==> src/rtl/pow_seq.sv <==
// +------------------------------------------------------------------+
// | pow_seq : sequential unsigned power y = x^e, shift-add multiply  |
// | Rev 1.0                                                          |
// +------------------------------------------------------------------+
`default_nettype none

module pow_seq #(
  parameter int X_W = 8,
  parameter int E_W = 3,
  parameter int Y_W = 24
) (
  input  logic           clk_i,
  input  logic           rst_i,
  input  logic [X_W-1:0] x_bi,
  input  logic [E_W-1:0] e_bi,
  input  logic           start_i,
  output logic           busy_o,
  output logic           done_o,
  output logic           ovf_o,
  output logic [Y_W-1:0] y_bo
);

  localparam int P_W = Y_W + X_W;
  localparam int C_W = (X_W > 1) ? $clog2(X_W) : 1;

  typedef enum logic [1:0] {
    S_IDLE = 2'd0,
    S_MUL  = 2'd1,
    S_DONE = 2'd2
  } state_t;

  state_t         state_q, state_d;
  logic [X_W-1:0] xr_q, xr_d;
  logic [E_W-1:0] er_q, er_d;
  logic [C_W-1:0] cnt_q, cnt_d;
  logic [P_W-1:0] mcand_q, mcand_d;
  logic [X_W-1:0] mplr_q, mplr_d;
  logic [P_W-1:0] prod_q, prod_d;
  logic           sovf_q, sovf_d;
  logic [Y_W-1:0] y_q, y_d;
  logic           ovf_q, ovf_d;
  logic           done_q, done_d;

  logic [P_W-1:0] w_sum;
  logic           w_last_bit;
  logic           w_ovf_new;

  // mcand_q carries the running accumulator, shifted left one place per cycle
  assign w_sum      = prod_q + (mplr_q[0] ? mcand_q : {P_W{1'b0}});
  assign w_last_bit = (cnt_q == C_W'(X_W - 1));
  assign w_ovf_new  = sovf_q | (|w_sum[P_W-1:Y_W]);

  always_comb begin
    state_d = state_q;
    xr_d    = xr_q;
    er_d    = er_q;
    cnt_d   = cnt_q;
    mcand_d = mcand_q;
    mplr_d  = mplr_q;
    prod_d  = prod_q;
    sovf_d  = sovf_q;
    y_d     = y_q;
    ovf_d   = ovf_q;
    done_d  = 1'b0;
    case (state_q)
      S_IDLE: begin
        if (start_i) begin
          xr_d    = x_bi;
          er_d    = e_bi;
          cnt_d   = '0;
          mcand_d = P_W'(1);
          mplr_d  = x_bi;
          prod_d  = '0;
          sovf_d  = 1'b0;
          if (e_bi == '0) begin
            state_d = S_DONE;
            y_d     = Y_W'(1);
            ovf_d   = 1'b0;
            done_d  = 1'b1;
          end else begin
            state_d = S_MUL;
          end
        end
      end
      S_MUL: begin
        prod_d  = w_sum;
        mcand_d = mcand_q << 1;
        mplr_d  = mplr_q >> 1;
        cnt_d   = cnt_q + C_W'(1);
        if (w_last_bit) begin
          mcand_d = P_W'(w_sum[Y_W-1:0]);
          mplr_d  = xr_q;
          prod_d  = '0;
          cnt_d   = '0;
          sovf_d  = w_ovf_new;
          er_d    = er_q - E_W'(1);
          if (er_q == E_W'(1)) begin
            state_d = S_DONE;
            y_d     = w_sum[Y_W-1:0];
            ovf_d   = w_ovf_new;
            done_d  = 1'b1;
          end
        end
      end
      S_DONE: begin
        state_d = S_IDLE;
      end
      default: begin
        state_d = S_IDLE;
      end
    endcase
  end

  always_ff @(posedge clk_i) begin
    if (rst_i) begin
      state_q <= S_IDLE;
      xr_q    <= '0;
      er_q    <= '0;
      cnt_q   <= '0;
      mcand_q <= '0;
      mplr_q  <= '0;
      prod_q  <= '0;
      sovf_q  <= 1'b0;
      y_q     <= '0;
      ovf_q   <= 1'b0;
      done_q  <= 1'b0;
    end else begin
      state_q <= state_d;
      xr_q    <= xr_d;
      er_q    <= er_d;
      cnt_q   <= cnt_d;
      mcand_q <= mcand_d;
      mplr_q  <= mplr_d;
      prod_q  <= prod_d;
      sovf_q  <= sovf_d;
      y_q     <= y_d;
      ovf_q   <= ovf_d;
      done_q  <= done_d;
    end
  end

  assign busy_o = (state_q == S_MUL);
  assign done_o = done_q;
  assign ovf_o  = ovf_q;
  assign y_bo   = y_q;

endmodule

`default_nettype wire

==> config.mk <==
export PLATFORM = sky130hd
export DESIGN_NAME = pow_seq
export DESIGN_NICKNAME = d
export VERILOG_FILES = /design/src/rtl/pow_seq.sv
export SDC_FILE = /design/constraint.sdc
export NUM_CORES = 1
export LEC_CHECK = 0
export ABC_AREA = 1
export BUFFER_PORTS_ARGS = -buffer_cell sky130_fd_sc_hd__buf_2
export CELL_PAD_IN_SITES_DETAIL_PLACEMENT = 0
export CELL_PAD_IN_SITES_GLOBAL_PLACEMENT = 1
export CORE_UTILIZATION = 47
export DETAILED_ROUTE_END_ITERATION = 12
export PLACE_DENSITY = 0.85
export SYNTH_ARGS = -nofsm -noshare
export SYNTH_HDL_FRONTEND = slang
export SYNTH_SLANG_ARGS = --single-unit
==> constraint.sdc <==
create_clock -name clk_i -period 4.45 [get_ports clk_i]
set_input_delay 0.445 -clock clk_i [delete_from_list [all_inputs] [get_ports clk_i]]
set_output_delay 0.445 -clock clk_i [all_outputs]
set_load 0.02 [all_outputs]
==> results of run 1 <==
==> state kept, by name (all words and copies together), names as in the netlist <==
register and cells:
mcand_q 32, state_q 2, y_bo 24, done_o 1
mplr_q 8, xr_q 8, er_q 3, prod_q 32
sovf_q 1, ovf_o 1, cnt_q 3
==> report_power, final <==
| group | total (mW) | internal, mW | switching [mW] |
|---|---|---|---|
| Combinational | 0.235 | 0.0580 | 0.177 |
| Clock | 1.32 | 0.735 | 0.583 |
| Sequential | 1.08 | 1.06 | 0.0232 |
| Total | 2.64 | 1.85 | 0.784 |
==> kinds of logic after synthesis <==
| kind of cell | Yosys count | synth area share, % |
|---|---|---|
| buffers and inverters | 209 | 11.6 |
| adder cells (fa/ha/maj) | 36 | 6.41 |
| AND/OR/NAND/NOR | 547 | 31.3 |
| XOR/XNOR | 20 | 2.56 |
| flip-flops | 115 | 32.2 |
| AO/OA/AOI/OAI | 207 | 15.8 |
==> worst register-to-register path: stages, from the launching register on <==
cell     delay [ns]
dfxtp_1        0.73
nand2_1        0.11
inv_1          0.08
ha_1           0.21
inv_1          0.07
fa_1           0.42
inv_1          0.11
nand3_1        0.08
nand2_2        0.14
nand2_1        0.07
nand2_1        0.10
nand2_1        0.08
nand2_2        0.13
nand2_1        0.09
nand2_1        0.07
nand2_1        0.06
nand2_1        0.06
nand2_1        0.06
nor2_2         0.14
nand3_2        0.11
nand2_1        0.07
a21oi_1        0.05
==> metrics by stage <==
| step | power [mW] | instances | setup WS (ns) | hold WS, ns | utilization (%) |
|---|---|---|---|---|---|
| finish | 2.64 | 1351 | 1.25 | 0.268 | 54.2 |
| CTS | 2.66 | 1351 | 1.28 | 0.267 | 54.2 |
| global placement | 1.34 | 1319 | 1.34 | 0.438 | 50.4 |
| global route | 2.73 | 1351 | 0.988 | 0.316 | 54.2 |
| floorplan | 1.28 | 1134 | 1.85 | 0.429 | - |
| detailed placement | 1.34 | 1319 | 1.29 | 0.457 | 50.4 |
==> layout by cell type (no fill, tap or decap), types with 2 or more instances in the layout <==
master,instances
a211oi_1,2
a21oi_1,125
a22oi_1,8
buf_2,40
buf_4,7
clkbuf_16,17
clkinvlp_4,2
dfxtp_1,115
ha_1,35
inv_1,156
inv_2,6
inv_6,8
inv_8,3
nand2_1,400
nand2_2,8
nand3_1,28
nand3_2,5
nand4_1,4
nor2_1,82
nor2_2,2
nor2_4,2
nor2_8,2
nor3_1,4
o211ai_1,6
o21ai_0,34
o21ai_1,18
o221ai_1,6
o22ai_1,2
or2_1,7
xnor2_1,6
xor2_1,13
==> final timing paths <==
| kind | startpoint | end | slack [ns] | cells after the start |
|---|---|---|---|---|
| worst max-delay path | mplr_q[0]$_SDFFE_PP0P_ | ovf_o$_SDFFE_PP0P_ | 1.25 | 21 |
| worst min-delay path | x_bi[0] | xr_q[0]$_SDFFE_PP0P_ | 0.27 | 3 |
| worst max register to register | mplr_q[0]$_SDFFE_PP0P_ | ovf_o$_SDFFE_PP0P_ | 1.25 | 21 |
| worst min register to register | y_bo[1]$_SDFFE_PP0P_ | y_bo[1]$_SDFFE_PP0P_ | 0.46 | 2 |
==> area by class of cell <==
type / count / area, sq um
multi-input combinational: 810 / 4010
clock inverter: 15 / 133
timing repair buffer: 47 / 253
clock buffer: 17 / 425
sequential: 115 / 2300
fill: 1585 / 6730
tap: 184 / 230
inverter: 163 / 612
==> routing by layer <==
layer / track usage, % / up-vias / part of all wire (%)
met2: 40.8 / 150 / 43
met4: 10.0 / 0 / 2.1
met3: 4.49 / 28 / 4.3
li1: - / 3616 / -
met5: 0 / - / 0
met1: 36.1 / 3047 / 51
==> metrics, run 1 <==
Seq cells post-synth 115; clk_skew 0.0166 ns; Core Footprint 14700 sq um; Async SR Flop Fraction 0%; I/O pins 41; fin nets 1204; clock tree buffer depth 2; CTS root buf clkbuf_16; leakage 4.08 nW; RSZ-0062 raised after global routing false; WS Path Type reg -> reg; WL/cell 14.4 microns; status complete, no violations; Achievable Freq 312 MHz; clk sinks roughly 120; HP Class in -> reg; Max Slew Vio Count 0; Rows 44; worst slew pin tran 0.926 ns; synthesis-to-layout area growth 11.6%; vias in the first global route 6461; initial DRC count between 400 and 500; delay of the slowest critical-path stage 0.73 ns; critical path capture point type register; Mapped Area ~7100 sq um; Cells after Synth 1134; crit-path cells nand2_1 -> inv_1 -> ha_1 -> inv_1 -> fa_1 -> inv_1 -> nand3_1 -> nand2_2 -> nand2_1 -> nand2_1 -> nand2_1 -> nand2_2 -> nand2_1 -> nand2_1 -> nand2_1 -> nand2_1 -> nand2_1 -> nor2_2 -> nand3_2 -> nand2_1 -> a21oi_1; initial antenna violation count 0; Final Setup Violations 0; EDFF count, synth 0; DRT Wirelength 19400 microns; Placer Congestion 0.906; Syn Area/Cell 6.30 sq um; Final Hold Viols 0; Mapped Nets 1184; vias post-DR 6841; CTS buffer count 17; starting density of the core 48.6%; VDD IR max about 0.35 mV; Post-DP Area 7410 sq um; CTS clock-pin slew for the worst setup and hold paths 0.07 ns; hold buffers post-CTS 0; first-pass GRT wire length 32300 microns; Routed Antenna Nets 0; largest net degree at the start of global routing 79; sequential area share after synthesis 32.2%; CP Data Required Time approximately 4.7 ns; Critical Path Slowest Stage Cell dfxtp_1; DP HPWL 13900 microns; Fin Setup TNS 0 ns; layout cells sized above 1 9.43%; pwr/cell area 331 nW/um^2; H-Tree Depth 4; CTS resizes 0; setup bufs post-CTS 0; TritonCTS clock tree yes; dominant cells by area after synthesis dfxtp_1, nand2_1, a21oi_1; Post-route DRC 0; GR Util All Layers about a quarter; Vias/cell 5.06; Post-Layout Inst Area 7970 sq um; chip height 125 microns; Synth cell types 42; most frequent cell after synthesis nand2_1; most frequent CP cell nand2_1; Startpoint Class register; WP buf/inv 3; crit-path max FO 13; Skew-Pair Late Insertion Delay 0.44 ns; Yosys top cell area share 32.2%; min Tclk post-route around 3.2 ns; leading area contributor after synthesis dfxtp_1; input/output buffers 40; Main synth FF type dfxtp_1; final cycle utilization of the critical path 72.0%; # diodes 0; maxcap violations 0; DIE AREA 15700 sq um; GR Overflow Total 0; drt first pass iters 5; Rel. slew slack between 30% and 40%; die width 125 microns; top cells by count, synth nand2_1, inv_1, a21oi_1, dfxtp_1, nor2_1; Synth Warn # 0; CP top delay family simple AND/OR/NAND/NOR gates; arrival time at the worst endpoint 3.48 ns
No activity file was read; power rests on OpenSTA's default activity.
==> run 2: changes to the inputs <==
==> config.mk (replaced) <==
export PLATFORM = sky130hd
export DESIGN_NAME = pow_seq
export DESIGN_NICKNAME = d
export VERILOG_FILES = /design/src/rtl/pow_seq.sv
export SDC_FILE = /design/constraint.sdc
export NUM_CORES = 1
export LEC_CHECK = 0
export ABC_AREA = 0
export BUFFER_PORTS_ARGS = -buffer_cell sky130_fd_sc_hd__buf_2
export CELL_PAD_IN_SITES_DETAIL_PLACEMENT = 0
export CELL_PAD_IN_SITES_GLOBAL_PLACEMENT = 1
export CORE_UTILIZATION = 42
export DETAILED_ROUTE_END_ITERATION = 12
export PLACE_DENSITY = 0.76
export SYNTH_ARGS = -nofsm -noshare
export SYNTH_HDL_FRONTEND = slang
export SYNTH_SLANG_ARGS = --single-unit
==> constraint.sdc (replaced) <==
create_clock -name clk_i -period 2.9 [get_ports clk_i]
set_input_delay 0.29 -clock clk_i [delete_from_list [all_inputs] [get_ports clk_i]]
set_output_delay 0.29 -clock clk_i [all_outputs]
set_load 0.02 [all_outputs]
==> metrics, run 2 <==
Placer Congestion 0.942; clk sinks 115; total power a little under 4 mW; Skew-Pair Late Insertion Delay 0.42 ns; Mapped Area roughly 6500 sq um; Startpoint Class register; delay of the slowest critical-path stage around 0.35 ns; critical path capture point type register; synthesis-to-layout area growth 38.5%; most frequent cell after synthesis nor2_1; hold_sp x_bi[2]; Cells after Synth approximately 780; chip height about 130 microns; CP top delay family compound AO/OA/AOI/OAI gates; final cycle utilization of the critical path 110%; min Tclk post-route around 3.2 ns; drt first pass iters 5; die width 126 microns; status complete, but fails checks; pwr/cell area around 440 nW/um^2; PnR worst setup slack -0.286 ns; Critical path origin mplr_q[0]$_SDFFE_PP0P_; Main synth FF type dfxtp_1; GR Overflow Total 0; Post-DP Area 7830 sq um; clk_skew between 0.009 and 0.01 ns; Final Hold Viols 0; Filler cells 1281; Mapped Nets 829; Max Slew Vio Count 0; WP buf/inv 2; sequential area share after synthesis 35.7%; HP Class in -> reg; fin nets 1001; clock tree buffer depth 2; Core Footprint 14800 sq um; EDFF count, synth 0; starting density of the core a little over two fifths; Synth Warn # 0; WL/cell 17.2 microns; CTS root buf clkbuf_16; WS Path Type reg -> reg; DRT Wirelength 19700 microns; VDD IR max between 0.4 and 0.5 mV; GR Util All Layers 24.7%; dominant cells by area after synthesis dfxtp_1, a22oi_1, ha_1; Rows 44; Rel. slew slack approximately half; TritonCTS clock tree yes; Async SR Flop Fraction 0%; Crit Reg-Reg Startpoint mplr_q[0]$_SDFFE_PP0P_; arrival time at the worst endpoint about 3.5 ns; Syn Area/Cell 8.29 sq um; CTS buffer count 17; Post-route DRC 0; RSZ-0062 raised after global routing true; layout cells sized above 1 between 30% and 40%; DIE AREA about 16000 sq um; Achievable Freq 314 MHz; Final Setup Violations 9; Vias/cell 5.56; leakage 3.90 nW; H-Tree Depth 4; worst slew pin tran 0.729 ns; Seq cells post-synth between 100 and 150; most frequent cells in the layout buf_4, dfxtp_1, nor2_1; crit-path cells and2_4 -> ha_4 -> inv_2 -> fa_2 -> and2b_2 -> o2111ai_4 -> a211o_1 -> a311oi_4 -> buf_4 -> o21ai_2 -> and3_1 -> o21ai_0 -> nor4_4 -> o41ai_1; # diodes 0; vias post-DR 6379; Critical Path Slowest Stage Cell dfxtp_2; I/O pins 41; Routed Antenna Nets 0; DP HPWL around 13000 microns; CP Data Required Time 3.21 ns; input/output buffers 40; vias in the first global route 6134; Yosys top cell area share 35.7%; CTS clock-pin slew for the worst setup and hold paths ~0.060 ns; Synth cell types 65; top cells by count, synth nor2_1, dfxtp_1, a21oi_1, a22oi_1, nand2_1; initial DRC count 331; Post-Layout Inst Area approximately 8900 sq um; leading area contributor after synthesis dfxtp_1; commonest non-fill, non-tap cell in the layout buf_4; failing checks negative setup slack; crit-path max FO 3; maxcap violations 0; largest net degree at the start of global routing 69; initial antenna violation count 0; first-pass GRT wire length approximately 31000 microns
## run 2: cell types whose count changed after synthesis, sizes merged, moves of 28 or more
| cell | change |
|---|---|
| inv | -152 |
| nor2 | +28 |
| clkbuf | +29 |
| a21oi | -50 |
| nand2 | -345 |
| a22oi | +59 |
| and2 | +35 |
## run 2: final timing paths
check	slack, ns	end	cells past startpoint
setup reg to reg	-0.29	ovf_o$_SDFFE_PP0P_	14
setup / recovery	-0.29	ovf_o$_SDFFE_PP0P_	14
hold / removal	0.14	xr_q[2]$_SDFFE_PP0P_	3
hold reg to reg	0.46	xr_q[5]$_SDFFE_PP0P_	2
## run 2: cells by family (layout without fill, tap and decap cells)
logic type,count (synthesis),after routing,synth area share (%)
adders and majority gates,36,36,7.09
DFF,115,115,35.7
xor gates and xnor gates,28,28,3.80
muxes,23,23,3.76
and+or+nand+nor,273,273,19.6
AOI/OAI and AO/OA,240,240,24.7
buffers and inverters,64,248,5.33
## run 2: final cells by class
| type | count | area [sq um] | share of cell area, % |
|---|---|---|---|
| clock buffers | 20 | 457 | 5.10 |
| clock inverters | 11 | 87.6 | 0.979 |
| inverters | 10 | 37.5 | 0.420 |
| multi-input cells | 600 | 4310 | 48.2 |
| flip-flops and latches | 115 | 2300 | 25.7 |
| well taps | 184 | 230 | 2.57 |
| repair buffers | 207 | 1520 | 17.0 |
## run 2: worst reg2reg max path, cell delays in order (launching register included)
cell       delay, ns
dfxtp_2         0.35
and2_4          0.15
ha_4            0.13
inv_2           0.03
fa_2            0.32
and2b_2         0.25
o2111ai_4       0.17
a211o_1         0.34
a311oi_4        0.25
buf_4           0.18
o21ai_2         0.08
and3_1          0.21
o21ai_0         0.28
nor4_4          0.08
o41ai_1         0.25
## run 2: per-stage QoR
stage	instances	hold WS (ns)	utilization (%)	setup TNS (ns)	worst slack [ns]
4_1_cts	1139	0.124	57.8	-1.11	-0.347
3_5_place_dp	1103	0.447	53.1	-1.87	-0.467
5_1_grt	1147	0.145	60.6	-2.81	-0.453
6_report	1147	0.138	60.6	-1.01	-0.286
3_3_place_gp	1103	0.443	53.1	-1.46	-0.382
2_1_floorplan	779	0.436	-	-0.567	-0.292
## run 2: where the power goes
| group | switching, mW | total, mW | internal (mW) |
|---|---|---|---|
| combinational | 0.216 | 0.318 | 0.102 |
| clock | 0.737 | 1.94 | 1.20 |
| sequential | 0.0189 | 1.63 | 1.62 |
## run 2: repair_timing
| action | in CTS | in global routing |
|---|---|---|
| endpoints found under the setup margin | 16 | 29 |
| hold buffers | 0 | 0 |
| gates resized for setup | 26 | 68 |
| setup buffers | 6 | 8 |
| pin swaps | 5 | 12 |
## run 2: routing by layer
metal / GRT usage [%] / part of all wire [%] / vias to the layer above
met5: 0 / 0 / -
met4: 9.36 / 2.8 / 0
met3: 4.76 / 3.3 / 35
met2: 41.4 / 49 / 130
met1: 31.3 / 45 / 3073
li1: - / - / 3141
